## config.mk

```make
export PLATFORM = sky130hd
export DESIGN_NAME = ccff_chain_programmer
export DESIGN_NICKNAME = d
export VERILOG_FILES = /design/src/rtl/ccff_prog_pkg.sv /design/src/rtl/ccff_bit_serializer.sv /design/src/rtl/ccff_chain_programmer.sv
export SDC_FILE = /design/constraint.sdc
export NUM_CORES = 1
export LEC_CHECK = 0
export ABC_AREA = 1
export ABC_CLOCK_PERIOD_IN_PS = 2300
export CELL_PAD_IN_SITES_DETAIL_PLACEMENT = 1
export CELL_PAD_IN_SITES_GLOBAL_PLACEMENT = 2
export CORE_MARGIN = 2
export CORE_UTILIZATION = 31
export CTS_CLUSTER_DIAMETER = 200
export DETAILED_ROUTE_END_ITERATION = 10
export MAX_ROUTING_LAYER = met4
export PLACE_DENSITY = 0.87
export SYNTH_ARGS = -nofsm -noshare
export SYNTH_HDL_FRONTEND = slang
export SYNTH_HIERARCHICAL = 1
export SYNTH_SLANG_ARGS = --single-unit
export TNS_END_PERCENT = 5
```

## constraint.sdc

```tcl
create_clock -name clk -period 2.3 [get_ports clk]
set_input_delay 0.575 -clock clk [delete_from_list [all_inputs] [get_ports clk]]
set_output_delay 0.575 -clock clk [all_outputs]
set_load 0.01 [all_outputs]
```

## src/rtl/ccff_prog_pkg.sv

```systemverilog
// Shared types and width helpers for the configuration-chain programmer.
package ccff_prog_pkg;

    typedef enum logic [2:0] {
        IDLE,
        LOAD,
        SHIFT_LO,
        SHIFT_HI,
        DONE
    } ccff_prog_state_t;

    // Width of a counter that must reach n inclusive.
    function automatic int cnt_width(input int n);
        return $clog2(n + 1);
    endfunction

    // Width of an index into a w-bit word; a 1-bit word still needs one index bit.
    function automatic int idx_width(input int w);
        return (w > 1) ? $clog2(w) : 1;
    endfunction

endpackage

```

## src/rtl/ccff_bit_serializer.sv

```systemverilog
// Holds the current host word and drives the chain data/clock pins, MSB first,
// with one low and one high prog_clk phase per bit.
module ccff_bit_serializer
    import ccff_prog_pkg::*;
#(
    parameter int DATA_W = 8
) (
    input  logic              clk,
    input  logic              reset,
    input  logic              word_load,
    input  logic [DATA_W-1:0] din,
    input  logic              idx_dec,
    input  logic              enter_lo,
    input  logic              enter_hi,
    output logic              idx_zero,
    output logic              ccff_head,
    output logic              prog_clk
);

    localparam int IDX_W = idx_width(DATA_W);
    localparam logic [IDX_W-1:0] IDX_TOP = IDX_W'(DATA_W - 1);

    logic [DATA_W-1:0] word_q, word_d;
    logic [IDX_W-1:0]  idx_q, idx_d;
    logic              head_q, head_d;
    logic              pclk_q, pclk_d;

    // NOTE: every signal assigned here gets a default first, so no latch is inferred.
    always_comb begin
        word_d = word_q;
        idx_d  = idx_q;
        head_d = head_q;
        pclk_d = enter_hi;
        if (word_load) begin
            word_d = din;
            idx_d  = IDX_TOP;
        end else if (idx_dec) begin
            idx_d = idx_q - IDX_W'(1);
        end
        // Head moves only on entry to the low phase, a full cycle ahead of the rise.
        if (enter_lo) begin
            head_d = word_d[idx_d];
        end
    end

    // NOTE: the word register is data storage written before every use, so it carries no reset.
    always_ff @(posedge clk) begin
        word_q <= word_d;
    end

    // NOTE: sequential state uses non-blocking assignments only.
    always_ff @(posedge clk or negedge reset) begin
        if (!reset) begin
            idx_q  <= '0;
            head_q <= 1'b0;
            pclk_q <= 1'b0;
        end else begin
            idx_q  <= idx_d;
            head_q <= head_d;
            pclk_q <= pclk_d;
        end
    end

    assign idx_zero  = (idx_q == '0);
    assign ccff_head = head_q;
    assign prog_clk  = pclk_q;

endmodule

```

## src/rtl/ccff_chain_programmer.sv

```systemverilog
// Host-to-config-chain writer: FSM, bit counter, valid/ready handshake and the
// optional tail-versus-head verify compare.
module ccff_chain_programmer
    import ccff_prog_pkg::*;
#(
    parameter int CHAIN_LEN = 28,
    parameter int DATA_W    = 8
) (
    input  logic                            clk,
    input  logic                            reset,
    input  logic                            start,
    input  logic                            verify,
    input  logic [DATA_W-1:0]               din,
    input  logic                            din_valid,
    output logic                            din_ready,
    output logic                            prog_clk,
    output logic                            ccff_head,
    input  logic                            ccff_tail,
    output logic                            busy,
    output logic                            done,
    output logic                            error,
    output logic [cnt_width(CHAIN_LEN)-1:0] mismatch_cnt
);

    localparam int CNT_W = cnt_width(CHAIN_LEN);
    localparam logic [CNT_W-1:0] LAST_BIT = CNT_W'(CHAIN_LEN - 1);
    localparam logic [CNT_W-1:0] CNT_MAX  = CNT_W'(CHAIN_LEN);

    ccff_prog_state_t state_q, state_d;
    logic             verify_q, verify_d;
    logic [CNT_W-1:0] bit_cnt_q, bit_cnt_d;
    logic [CNT_W-1:0] mism_q, mism_d;
    logic             error_q, error_d;
    logic             din_ready_q, din_ready_d;
    logic             busy_q, busy_d;
    logic             done_q, done_d;
    logic             word_load, idx_dec, idx_zero;

    always_comb begin
        state_d   = state_q;
        verify_d  = verify_q;
        bit_cnt_d = bit_cnt_q;
        mism_d    = mism_q;
        error_d   = error_q;
        word_load = 1'b0;
        idx_dec   = 1'b0;
        case (state_q)
            IDLE: begin
                if (start) begin
                    state_d   = LOAD;
                    verify_d  = verify;
                    bit_cnt_d = '0;
                    mism_d    = '0;
                    error_d   = 1'b0;
                end
            end
            LOAD: begin
                if (din_valid) begin
                    word_load = 1'b1;
                    state_d   = SHIFT_LO;
                end
            end
            SHIFT_LO: begin
                state_d = SHIFT_HI;
                // Tail still shows the old chain bit; a repeated pass must match it.
                if (verify_q && (ccff_tail != ccff_head)) begin
                    error_d = 1'b1;
                    if (mism_q != CNT_MAX) begin
                        mism_d = mism_q + CNT_W'(1);
                    end
                end
            end
            SHIFT_HI: begin
                bit_cnt_d = bit_cnt_q + CNT_W'(1);
                if (bit_cnt_q == LAST_BIT) begin
                    state_d = DONE;
                end else if (idx_zero) begin
                    state_d = LOAD;
                end else begin
                    idx_dec = 1'b1;
                    state_d = SHIFT_LO;
                end
            end
            DONE:    state_d = IDLE;
            default: state_d = IDLE;
        endcase
        din_ready_d = (state_d == LOAD);
        busy_d      = (state_d != IDLE);
        done_d      = (state_d == DONE);
    end

    always_ff @(posedge clk or negedge reset) begin
        if (!reset) begin
            state_q     <= IDLE;
            verify_q    <= 1'b0;
            bit_cnt_q   <= '0;
            mism_q      <= '0;
            error_q     <= 1'b0;
            din_ready_q <= 1'b0;
            busy_q      <= 1'b0;
            done_q      <= 1'b0;
        end else begin
            state_q     <= state_d;
            verify_q    <= verify_d;
            bit_cnt_q   <= bit_cnt_d;
            mism_q      <= mism_d;
            error_q     <= error_d;
            din_ready_q <= din_ready_d;
            busy_q      <= busy_d;
            done_q      <= done_d;
        end
    end

    ccff_bit_serializer #(
        .DATA_W(DATA_W)
    ) u_serializer (
        .clk      (clk),
        .reset    (reset),
        .word_load(word_load),
        .din      (din),
        .idx_dec  (idx_dec),
        .enter_lo (state_d == SHIFT_LO),
        .enter_hi (state_d == SHIFT_HI),
        .idx_zero (idx_zero),
        .ccff_head(ccff_head),
        .prog_clk (prog_clk)
    );

    assign din_ready    = din_ready_q;
    assign busy         = busy_q;
    assign done         = done_q;
    assign error        = error_q;
    assign mismatch_cnt = mism_q;

endmodule

```

==> flow_summary.json, run 1 <==
{
  "hp-class": "flop to flop",
  "drive_gt1_share_pct": 15.5,
  "layout.nets": 270,
  "tritoncts": "built",
  "worstSkewPairLatency_ns": 0.28,
  "vias": 1432,
  "tightest_slew_ns": 0.318,
  "rsz0062_at_grt": "false",
  "postCtsHoldBufs": 0,
  "layout.cells.non_filler": 324,
  "crit_slowest_cell": "clkdlybuf4s50_1",
  "initial_utilization_pct": 31.6,
  "met3_length_um": 119,
  "slew_violations": 0,
  "drtIter0Drc": 38,
  "fin_crit_sh_pct": 84.5,
  "leakage_uw": 0.00110,
  "dieArea_um2": 6150,
  "clk_path_buf_depth": 2,
  "track_usage_pct": 13.9,
  "highest_layer": "met4",
  "die_h_um": 78.4,
  "portBuffers": 24,
  "postCtsResizedCells": 0,
  "fmax_ghz": 0.515,
  "ys_seq_area_share_pct": 42.8,
  "reg2reg_to": "u_serializer/ccff_head$_DFFE_PN0P_",
  "cap_violations": 0,
  "rr_startpoint": "u_serializer/idx_q[0]$_DFF_PN0_",
  "timing.hold.ws_ns": 0.464,
  "power_uw": 2640,
  "status": "finished clean",
  "setup_ws_ns": 0.357,
  "antenna_found_initial": 0,
  "rr_worst_depth": 13,
  "cpPeakStageDelay_ns": 0.60,
  "die_w_um": 78.4,
  "critPathLaunchType": "flop",
  "post-route-min-period_ns": 1.94,
  "fillers": 671,
  "multi_input_area_um2": 766,
  "crit_cells": 1,
  "hp-start": "u_serializer/word_q[5]$_DFF_P_",
  "peakVddDrop_v": 0.000459,
  "synth_area_per_cell_um2": 7.77,
  "skew_ns": 0.00521,
  "regToRegSetupSlack_ns": 0.38,
  "routabilityCongestion": 0.774,
  "root_buffer": "clkbuf_8",
  "register_area_um2": 736,
  "path_buf_inv": 1,
  "grt_start_max_net_pins": 24,
  "ant_nets": 0,
  "cp-endpoint": "mismatch_cnt[2]",
  "num_io_pins": 25,
  "ys_types": 29,
  "crit_start": "mismatch_cnt[2]$_DFFE_PN0P_",
  "placed_cells_incl_taps": 316,
  "finalSetupViolations": 0,
  "crit_fanout": 8,
  "critical_path_class": "flop to output pin",
  "routedWlPerCell_um": 11.6,
  "max_slew_margin_pct": 78.8,
  "cts.clk_slew.worst_paths_ns": 0.07,
  "drc": 0,
  "synthCells": 221,
  "place_ws_ns": 0.0795,
  "worstPathRequired_ns": 1.73,
  "n_antenna_cell": 0,
  "rows": 27,
  "syn_area_um2": 1720,
  "area_growth_pct": 24.0,
  "cp_top_family": "buffers and inverters",
  "overflow": 0,
  "crit_arrival_ns": 1.37,
  "coreArea_um2": 5440,
  "drt-met1-wl_mm": 1.71,
  "cts_max_level": 2,
  "yosysWarnings": 6,
  "critPathCaptureType": "output pin",
  "first_global_vias": 1463,
  "synthesis.nets": 240,
  "timing.setup.tns_ns": 0,
  "cp_cell_sequence": "clkdlybuf4s50_1",
  "grt_first_pass_wirelength_mm": 6.51,
  "routed_wl_mm": 3.77,
  "cts.sinks": 31,
  "ys_ff_latch": 31,
  "finalHoldViolations": 0,
  "hpwl_mm": 2.98,
  "wl_met2_mm": 1.92,
  "post-cts-setup-buffers": 0,
  "firstDrtPassIters": 4,
  "vias_per_cell": 4.42,
  "p_per_area_nw_per_um2": 1240,
  "cts_inserted_buffers": 5
}
==> registers in the layout (all words and copies together), names as in the netlist, 3 cells and up <==
| signal | flops |
|---|---|
| u_serializer/idx_q | 3 |
| u_serializer/word_q | 8 |
| mismatch_cnt | 5 |
| state_q | 3 |
| bit_cnt_q | 5 |
==> logic make-up after synthesis <==
kind of cell	count (synthesis)	share of synthesized area (%)
buffers and inverters	53	12.6
xor gates and xnor gates	2	1.02
and+or+nand+nor	115	34.0
adders and majority gates	5	3.64
AOI/OAI and AO/OA	15	5.90
DFF	31	42.8
==> cell type report <==
class | instances | share of cell area [%]
Multi-Input combinational cell | 137 | 36.0
Clock inverter | 1 | 0.235
Clock buffer | 7 | 3.58
Tap cell | 72 | 4.23
Sequential cell | 31 | 34.5
Inverter | 50 | 8.87
Timing Repair Buffer | 26 | 12.6
==> where the power goes <==
group | switching (uW) | internal [uW]
registers | 149 | 753
logic | 802 | 521
clock network | 204 | 212
==> per-layer routing <==
layer,vias up,track usage (%)
met1,668,15.4
met3,2,3.91
li1,742,-
met5,-,-
met4,0,4.21
met2,20,24.4
==> layout by cell type (no fill, tap or decap), drive strengths merged <==
| cell | netlist | final |
|---|---|---|
| a21oi | 2 | 2 |
| buf | 3 | 2 |
| clkbuf | 0 | 7 |
| clkdlybuf4s50 | 0 | 24 |
| clkinv | 1 | 2 |
| dfrtp | 23 | 23 |
| dfxtp | 8 | 8 |
| ha | 5 | 5 |
| inv | 49 | 49 |
| nand2 | 59 | 59 |
| nand3 | 32 | 32 |
| nand4 | 4 | 4 |
| nor2 | 18 | 18 |
| nor3 | 2 | 2 |
| o21ai | 10 | 10 |
| o21bai | 1 | 1 |
| o22ai | 1 | 1 |
| o31ai | 1 | 1 |
| xor2 | 2 | 2 |
==> cell usage after synthesis, drive strengths merged <==
library cell  instances  area [um2]
nand4                 4        25.0
dfxtp                 8         160
nand2                59         249
buf                   3        27.5
dfrtp                23         576
o21bai                1        7.51
clkinv                1        5.00
nand3                32         193
nor2                 18         103
o31ai                 1        12.5
ha                    5        62.6
o22ai                 1        6.26
o21ai                10        53.8
a21oi                 2        21.3
xor2                  2        17.5
inv                  49         184
nor3                  2        15.0
==> worst min-delay path by stage <==
stage / slack, ns / end / cells past startpoint
global route: 0.49 / u_serializer/word_q[5]$_DFF_P_ / 2
floorplan: 0.28 / bit_cnt_q[0]$_DFFE_PN0P_ / 0
global placement: 0.45 / u_serializer/word_q[4]$_DFF_P_ / 2
detailed placement: 0.45 / u_serializer/word_q[4]$_DFF_P_ / 2
CTS: 0.47 / u_serializer/word_q[4]$_DFF_P_ / 2
finish: 0.46 / u_serializer/word_q[5]$_DFF_P_ / 2
==> per-stage QoR <==
step                instance area (um2)  utilization (%)
finish                             2130             39.2
CTS                                2130             39.2
global route                       2130             39.2
floorplan                          1720                -
global placement                   2050             37.7
detailed placement                 2050             37.7
No activity file was read; power rests on OpenSTA's default activity.
==> run 2, diff against run 1 <==
--- a/config.mk
+++ b/config.mk
@@ -6,7 +6,7 @@
 export NUM_CORES = 1
 export LEC_CHECK = 0
 export ABC_AREA = 1
-export ABC_CLOCK_PERIOD_IN_PS = 2300
+export ABC_CLOCK_PERIOD_IN_PS = 1900
 export CELL_PAD_IN_SITES_DETAIL_PLACEMENT = 1
 export CELL_PAD_IN_SITES_GLOBAL_PLACEMENT = 2
 export CORE_MARGIN = 2
==> constraint.sdc (replaced) <==
create_clock -name clk -period 1.9 [get_ports clk]
set_input_delay 0.475 -clock clk [delete_from_list [all_inputs] [get_ports clk]]
set_output_delay 0.475 -clock clk [all_outputs]
set_load 0.01 [all_outputs]
==> run 2 against run 1 <==
Against the previous run: non-clock buffer count increased by 11; sequential share of layout area decreased by 2.2 points; combinational power up 40%; global-route usage rose by 1.2 points; clock skew is 0.0017 ns lower; critical path depth unchanged; sequential cell count is the same; sequential power is 20% higher; clock power is 65% higher; critical path type unchanged; largest cell class unchanged.
==> flow_summary.json, run 2 (synthesis results as in run 1) <==
{
  "critPathLaunchType": "flop",
  "peakVddDrop_v": 0.000581,
  "setup_ws_ns": 0.0999,
  "tightest_slew_ns": 0.340,
  "layout_commonest_cell": "nand2_1",
  "first_global_vias": 1606,
  "tritoncts": "built",
  "hpwl_mm": 2.97,
  "rows": 27,
  "dieArea_um2": 6150,
  "status": "finished clean",
  "worstSkewPairLatency_ns": 0.29,
  "regMostFlops": "u_serializer/word_q",
  "critical_path_class": "flop to output pin",
  "worstPathRequired_ns": 1.42,
  "cap_violations": 0,
  "grt_start_max_net_pins": 24,
  "seq_power_share_pct": 29.9,
  "cpPeakStageDelay_ns": 0.58,
  "coreArea_um2": 5440,
  "cp_top_family": "buffers and inverters",
  "switchingPower_uw": 1490,
  "fin_crit_sh_pct": 94.7,
  "layout_common_cells": "nand2_1, inv_1, nand3_1",
  "root_buffer": "clkbuf_8",
  "share_comb_of_total_power_pct": 51.1,
  "cts_max_level": 2,
  "crit_arrival_ns": 1.33,
  "crit_fanout": 7,
  "timing.hold.ws_ns": 0.481,
  "routabilityCongestion": 0.756,
  "fmax_ghz": 0.556,
  "drive_gt1_share_pct": 22.8,
  "overflow": 0,
  "path_buf_inv": 1,
  "layout.nets": 281,
  "finalSetupViolations": 0,
  "die_h_um": 78.4,
  "hp-class": "flop to flop",
  "die_w_um": 78.4,
  "n_antenna_cell": 0,
  "cts.clk_slew.worst_paths_ns": 0.07,
  "power_uw": 3610,
  "slew_violations": 0,
  "finalHoldViolations": 0,
  "leakage_uw": 0.00117,
  "crit_slowest_cell": "clkdlybuf4s50_1",
  "num_io_pins": 25,
  "routedWlPerCell_um": 12.0,
  "intPower_uw": 2120,
  "firstDrtPassIters": 4,
  "largest_register_ffs": 8,
  "drc": 0,
  "routed_wl_mm": 4.02,
  "p_per_area_nw_per_um2": 1590,
  "vias_per_cell": 4.51,
  "initial_utilization_pct": 31.6,
  "power_frac_clock_pct": 19.0,
  "cts.sinks": 31,
  "portBuffers": 24,
  "ant_nets": 0,
  "post-route-min-period_ns": 1.80,
  "clk_path_buf_depth": 2,
  "place_ws_ns": -0.189,
  "max_slew_margin_pct": 77.3,
  "final_util_pct": 41.8,
  "track_usage_pct": 15.1,
  "vias": 1511,
  "area_growth_pct": 32.5,
  "antenna_found_initial": 0,
  "grt_first_pass_wirelength_mm": 7.07,
  "switching_share_pct": 41.2,
  "cp_cell_sequence": "clkdlybuf4s50_1",
  "skew_ns": 0.00351,
  "drtIter0Drc": 79,
  "cts_inserted_buffers": 5,
  "critPathCaptureType": "output pin",
  "placed_cells_incl_taps": 323,
  "layout.cells.non_filler": 335
}
==> run 2: worst min-delay path: stages (launching register included) <==
cell and delay [ns]:
dfxtp_1 0.31, o21ai_0 0.09, inv_1 0.06
==> run 2: worst paths after layout <==
path	from	endpoint	slack, ns	cells past startpoint
min in group asynchronous	reset	bit_cnt_q[3]$_DFFE_PN0P_	0.55	2
setup reg to reg	bit_cnt_q[0]$_DFFE_PN0P_	u_serializer/ccff_head$_DFFE_PN0P_	0.12	13
max in group asynchronous	reset	mismatch_cnt[2]$_DFFE_PN0P_	1.10	2
hold / removal	u_serializer/word_q[7]$_DFF_P_	u_serializer/word_q[7]$_DFF_P_	0.48	2
hold reg to reg	u_serializer/word_q[7]$_DFF_P_	u_serializer/word_q[7]$_DFF_P_	0.48	2
setup / recovery	mismatch_cnt[0]$_DFFE_PN0P_	mismatch_cnt[0]	0.1	1
==> run 2: layout make-up <==
type | instances | area, um2
well taps | 72 | 90.1
clock inverters | 2 | 35.0
fillers | 674 | 3160
repair buffers | 37 | 350
clock buffers | 6 | 82.6
inverters | 50 | 193
flip-flops and latches | 31 | 737
multi-input cells | 137 | 788
==> run 2: power by group through the flow <==
stage               registers (uW)  logic, uW  clock network [uW]
floorplan                     1090       1170                   0
global placement              1090       1700                   0
detailed placement            1100       1740                   0
CTS                           1090       1760                 718
global route                  1110       2090                 738
finish                        1080       1850                 686
==> run 2: per-layer routing <==
metal	share of wire [%]	GRT usage (%)	up-vias
met1	43	16.0	722
met2	52	26.7	22
met4	2.0	6.84	0
met3	3.1	3.45	6
met5	0	-	-
li1	-	-	761
==> run 2: repair_timing <==
item                                    4_1_cts  5_1_grt
resized for setup                             0       11
hold buffers                                  0        0
buffers inserted                              0        4
endpoints found under the setup margin        0        2
==> run 2: through the flow <==
stage | area (um2) | TNS (ns)
2_1_floorplan | 1720 | 0
3_5_place_dp | 2100 | -0.189
5_1_grt | 2280 | -0.0264
4_1_cts | 2220 | 0
3_3_place_gp | 2100 | -0.157
6_report | 2280 | 0
==> run 3, diff against run 2 <==
--- a/config.mk
+++ b/config.mk
@@ -8,13 +8,14 @@
 export ABC_AREA = 1
 export ABC_CLOCK_PERIOD_IN_PS = 1900
 export CELL_PAD_IN_SITES_DETAIL_PLACEMENT = 1
-export CELL_PAD_IN_SITES_GLOBAL_PLACEMENT = 2
+export CELL_PAD_IN_SITES_GLOBAL_PLACEMENT = 1
 export CORE_MARGIN = 2
-export CORE_UTILIZATION = 31
+export CORE_UTILIZATION = 39
 export CTS_CLUSTER_DIAMETER = 200
 export DETAILED_ROUTE_END_ITERATION = 10
 export MAX_ROUTING_LAYER = met4
 export PLACE_DENSITY = 0.87
+export SKIP_LAST_GASP = 1
 export SYNTH_ARGS = -nofsm -noshare
 export SYNTH_HDL_FRONTEND = slang
 export SYNTH_HIERARCHICAL = 1
==> run 3 against run 2 <==
Against the previous run: final cell count fell by 5.4%; largest cell class unchanged; via count rose by 2.1%; sequential share of layout area rose by 0.27 points; sequential cell count did not move; cell area fell by 0.82%; first-iteration DRC count fell by 11%.
==> flow_summary.json, run 3 (synthesis results as in run 1) <==
{
  "worstSkewPairLatency_ns": 0.29,
  "reg2reg_to": "u_serializer/ccff_head$_DFFE_PN0P_",
  "initial_utilization_pct": 40.0,
  "routabilityCongestion": 0.778,
  "seq_power_share_pct": 30.5,
  "rr_startpoint": "bit_cnt_q[0]$_DFFE_PN0P_",
  "placed_cells_incl_taps": 305,
  "largest_register_ffs": 8,
  "grt_first_pass_wirelength_mm": 7.11,
  "hpwl_mm": 3.15,
  "layout.nets": 283,
  "share_comb_of_total_power_pct": 55.2,
  "num_io_pins": 25,
  "track_usage_pct": 18.8,
  "regMostFlops": "u_serializer/word_q",
  "vias_per_cell": 4.86,
  "leakage_uw": 0.00117,
  "crit_fanout": 8,
  "cts.clk_slew.worst_paths_ns": 0.06,
  "overflow": 0,
  "critical_path_class": "flop to output pin",
  "drtIter0Drc": 70,
  "fmax_ghz": 0.542,
  "peakVddDrop_v": 0.000593,
  "skew_ns": 0.00803,
  "switchingPower_uw": 1570,
  "top_usage_layer": "met2",
  "dieArea_um2": 4950,
  "finalSetupViolations": 0,
  "grt_use_met1_pct": 21.2,
  "first_global_vias": 1578,
  "power_uw": 3580,
  "fin_crit_sh_pct": 97.0,
  "crit_arrival_ns": 1.37,
  "cap_violations": 0,
  "dpl_cell_area_um2": 2090,
  "finalHoldViolations": 0,
  "postLayoutCellArea_um2": 2260,
  "worstPathRequired_ns": 1.42,
  "crit_cells": 1,
  "cp_cell_sequence": "clkdlybuf4s50_1",
  "cp_top_family": "buffers and inverters",
  "slew_violations": 0,
  "vias": 1542,
  "switching_share_pct": 43.9,
  "path_buf_inv": 1,
  "firstDrtPassIters": 4,
  "drive_gt1_share_pct": 24.2,
  "hp-class": "flop to flop",
  "cts.sinks": 31,
  "n_antenna_cell": 0,
  "rows": 24,
  "cts_max_level": 2,
  "layout_common_cells": "nand2_1, inv_1, clkdlybuf4s50_1",
  "cts_inserted_buffers": 5,
  "use_met3_pct": 3.46,
  "coreArea_um2": 4290,
  "routedWlPerCell_um": 13.6,
  "critPathLaunchType": "flop",
  "cp-endpoint": "mismatch_cnt[2]",
  "cpPeakStageDelay_ns": 0.59,
  "area_growth_pct": 31.4,
  "antenna_found_initial": 0,
  "tritoncts": "built",
  "met2_usage_pct": 32.7,
  "crit_start": "mismatch_cnt[2]$_DFFE_PN0P_",
  "power_frac_clock_pct": 14.2,
  "layout.cells.non_filler": 317,
  "clk_path_buf_depth": 2,
  "die_h_um": 70.4,
  "portBuffers": 24,
  "status": "finished clean",
  "layout_commonest_cell": "nand2_1",
  "root_buffer": "clkbuf_8",
  "rr_worst_depth": 13,
  "post-route-min-period_ns": 1.84,
  "ant_nets": 0,
  "tightest_slew_ns": 0.315,
  "p_per_area_nw_per_um2": 1590,
  "intPower_uw": 2010,
  "regToRegSetupSlack_ns": 0.08,
  "die_w_um": 70.4,
  "routed_wl_mm": 4.31,
  "crit_slowest_cell": "clkdlybuf4s50_1",
  "timing.setup.tns_ns": 0,
  "max_slew_margin_pct": 78.9,
  "drc": 0,
  "grt_start_max_net_pins": 24,
  "critPathCaptureType": "output pin"
}
## run 3: cell types whose count changed in the layout (fill, tap and decap cells not counted)
| cell | previous run | this run |
|---|---|---|
| nand3_2 | 4 | 9 |
| clkbuf_1 | 0 | 2 |
| buf_4 | 12 | 14 |
| inv_4 | 2 | 0 |
| nand3_1 | 26 | 21 |
| inv_6 | 0 | 2 |
| clkbuf_8 | 6 | 5 |
| bufinv_16 | 1 | 0 |
| ha_2 | 3 | 2 |
| ha_1 | 2 | 3 |
## run 3: stage by stage
| step | hold WS, ns | setup WS [ns] | utilization, % |
|---|---|---|---|
| after detailed placement | 0.468 | -0.191 | 48.7 |
| after CTS | 0.485 | 0.0115 | 50.7 |
| after global routing | 0.531 | -0.0218 | 52.6 |
| final | 0.478 | 0.0562 | 52.6 |
| after floorplan | 0.179 | 0.132 | - |
| after global placement | 0.458 | -0.144 | 48.7 |
## run 3: per-layer routing
| metal | share of wire [%] | wire length [um] | vias to the layer above |
|---|---|---|---|
| li1 | - | - | 769 |
| met1 | 40 | 1740 | 743 |
| met2 | 55 | 2360 | 22 |
| met3 | 2.8 | 120 | 8 |
| met4 | 1.9 | 80 | 0 |
| met5 | 0 | 0 | - |
## run 3: worst min path at each step
| stage | slack (ns) | depth (start not counted) | from | end |
|---|---|---|---|---|
| after global placement | 0.46 | 2 | u_serializer/word_q[3]$_DFF_P_ | u_serializer/word_q[3]$_DFF_P_ |
| after floorplan | 0.18 | 0 | reset | bit_cnt_q[0]$_DFFE_PN0P_ |
| after detailed placement | 0.47 | 2 | u_serializer/word_q[1]$_DFF_P_ | u_serializer/word_q[1]$_DFF_P_ |
| after CTS | 0.49 | 2 | u_serializer/word_q[1]$_DFF_P_ | u_serializer/word_q[1]$_DFF_P_ |
| after global routing | 0.53 | 2 | u_serializer/word_q[1]$_DFF_P_ | u_serializer/word_q[1]$_DFF_P_ |
| final | 0.48 | 2 | u_serializer/word_q[1]$_DFF_P_ | u_serializer/word_q[1]$_DFF_P_ |
## run 3: what timing repair did
action	in CTS	in global routing
setup endpoints to repair	1	1
setup buffers	0	4
gates resized for setup	2	15
cloned	0	0
hold buffers	0	0
pin swaps	0	7
## run 3: layout make-up
| class | count | area (um2) |
|---|---|---|
| Tap cell | 52 | 65.1 |
| Clock inverter | 1 | 5.00 |
| Fill cell | 529 | 2040 |
| Timing Repair Buffer | 39 | 365 |
| Multi-Input combinational cell | 137 | 811 |
| Clock buffer | 7 | 76.3 |
| Inverter | 50 | 198 |
| Sequential cell | 31 | 737 |
## run 3: power groups by stage
stage | clock network [uW] | logic, uW | registers [uW]
after floorplan | 0 | 1170 | 1090
after detailed placement | 0 | 1790 | 1110
after global placement | 0 | 1700 | 1080
after global routing | 541 | 2200 | 1120
after CTS | 518 | 1820 | 1100
final | 508 | 1980 | 1090
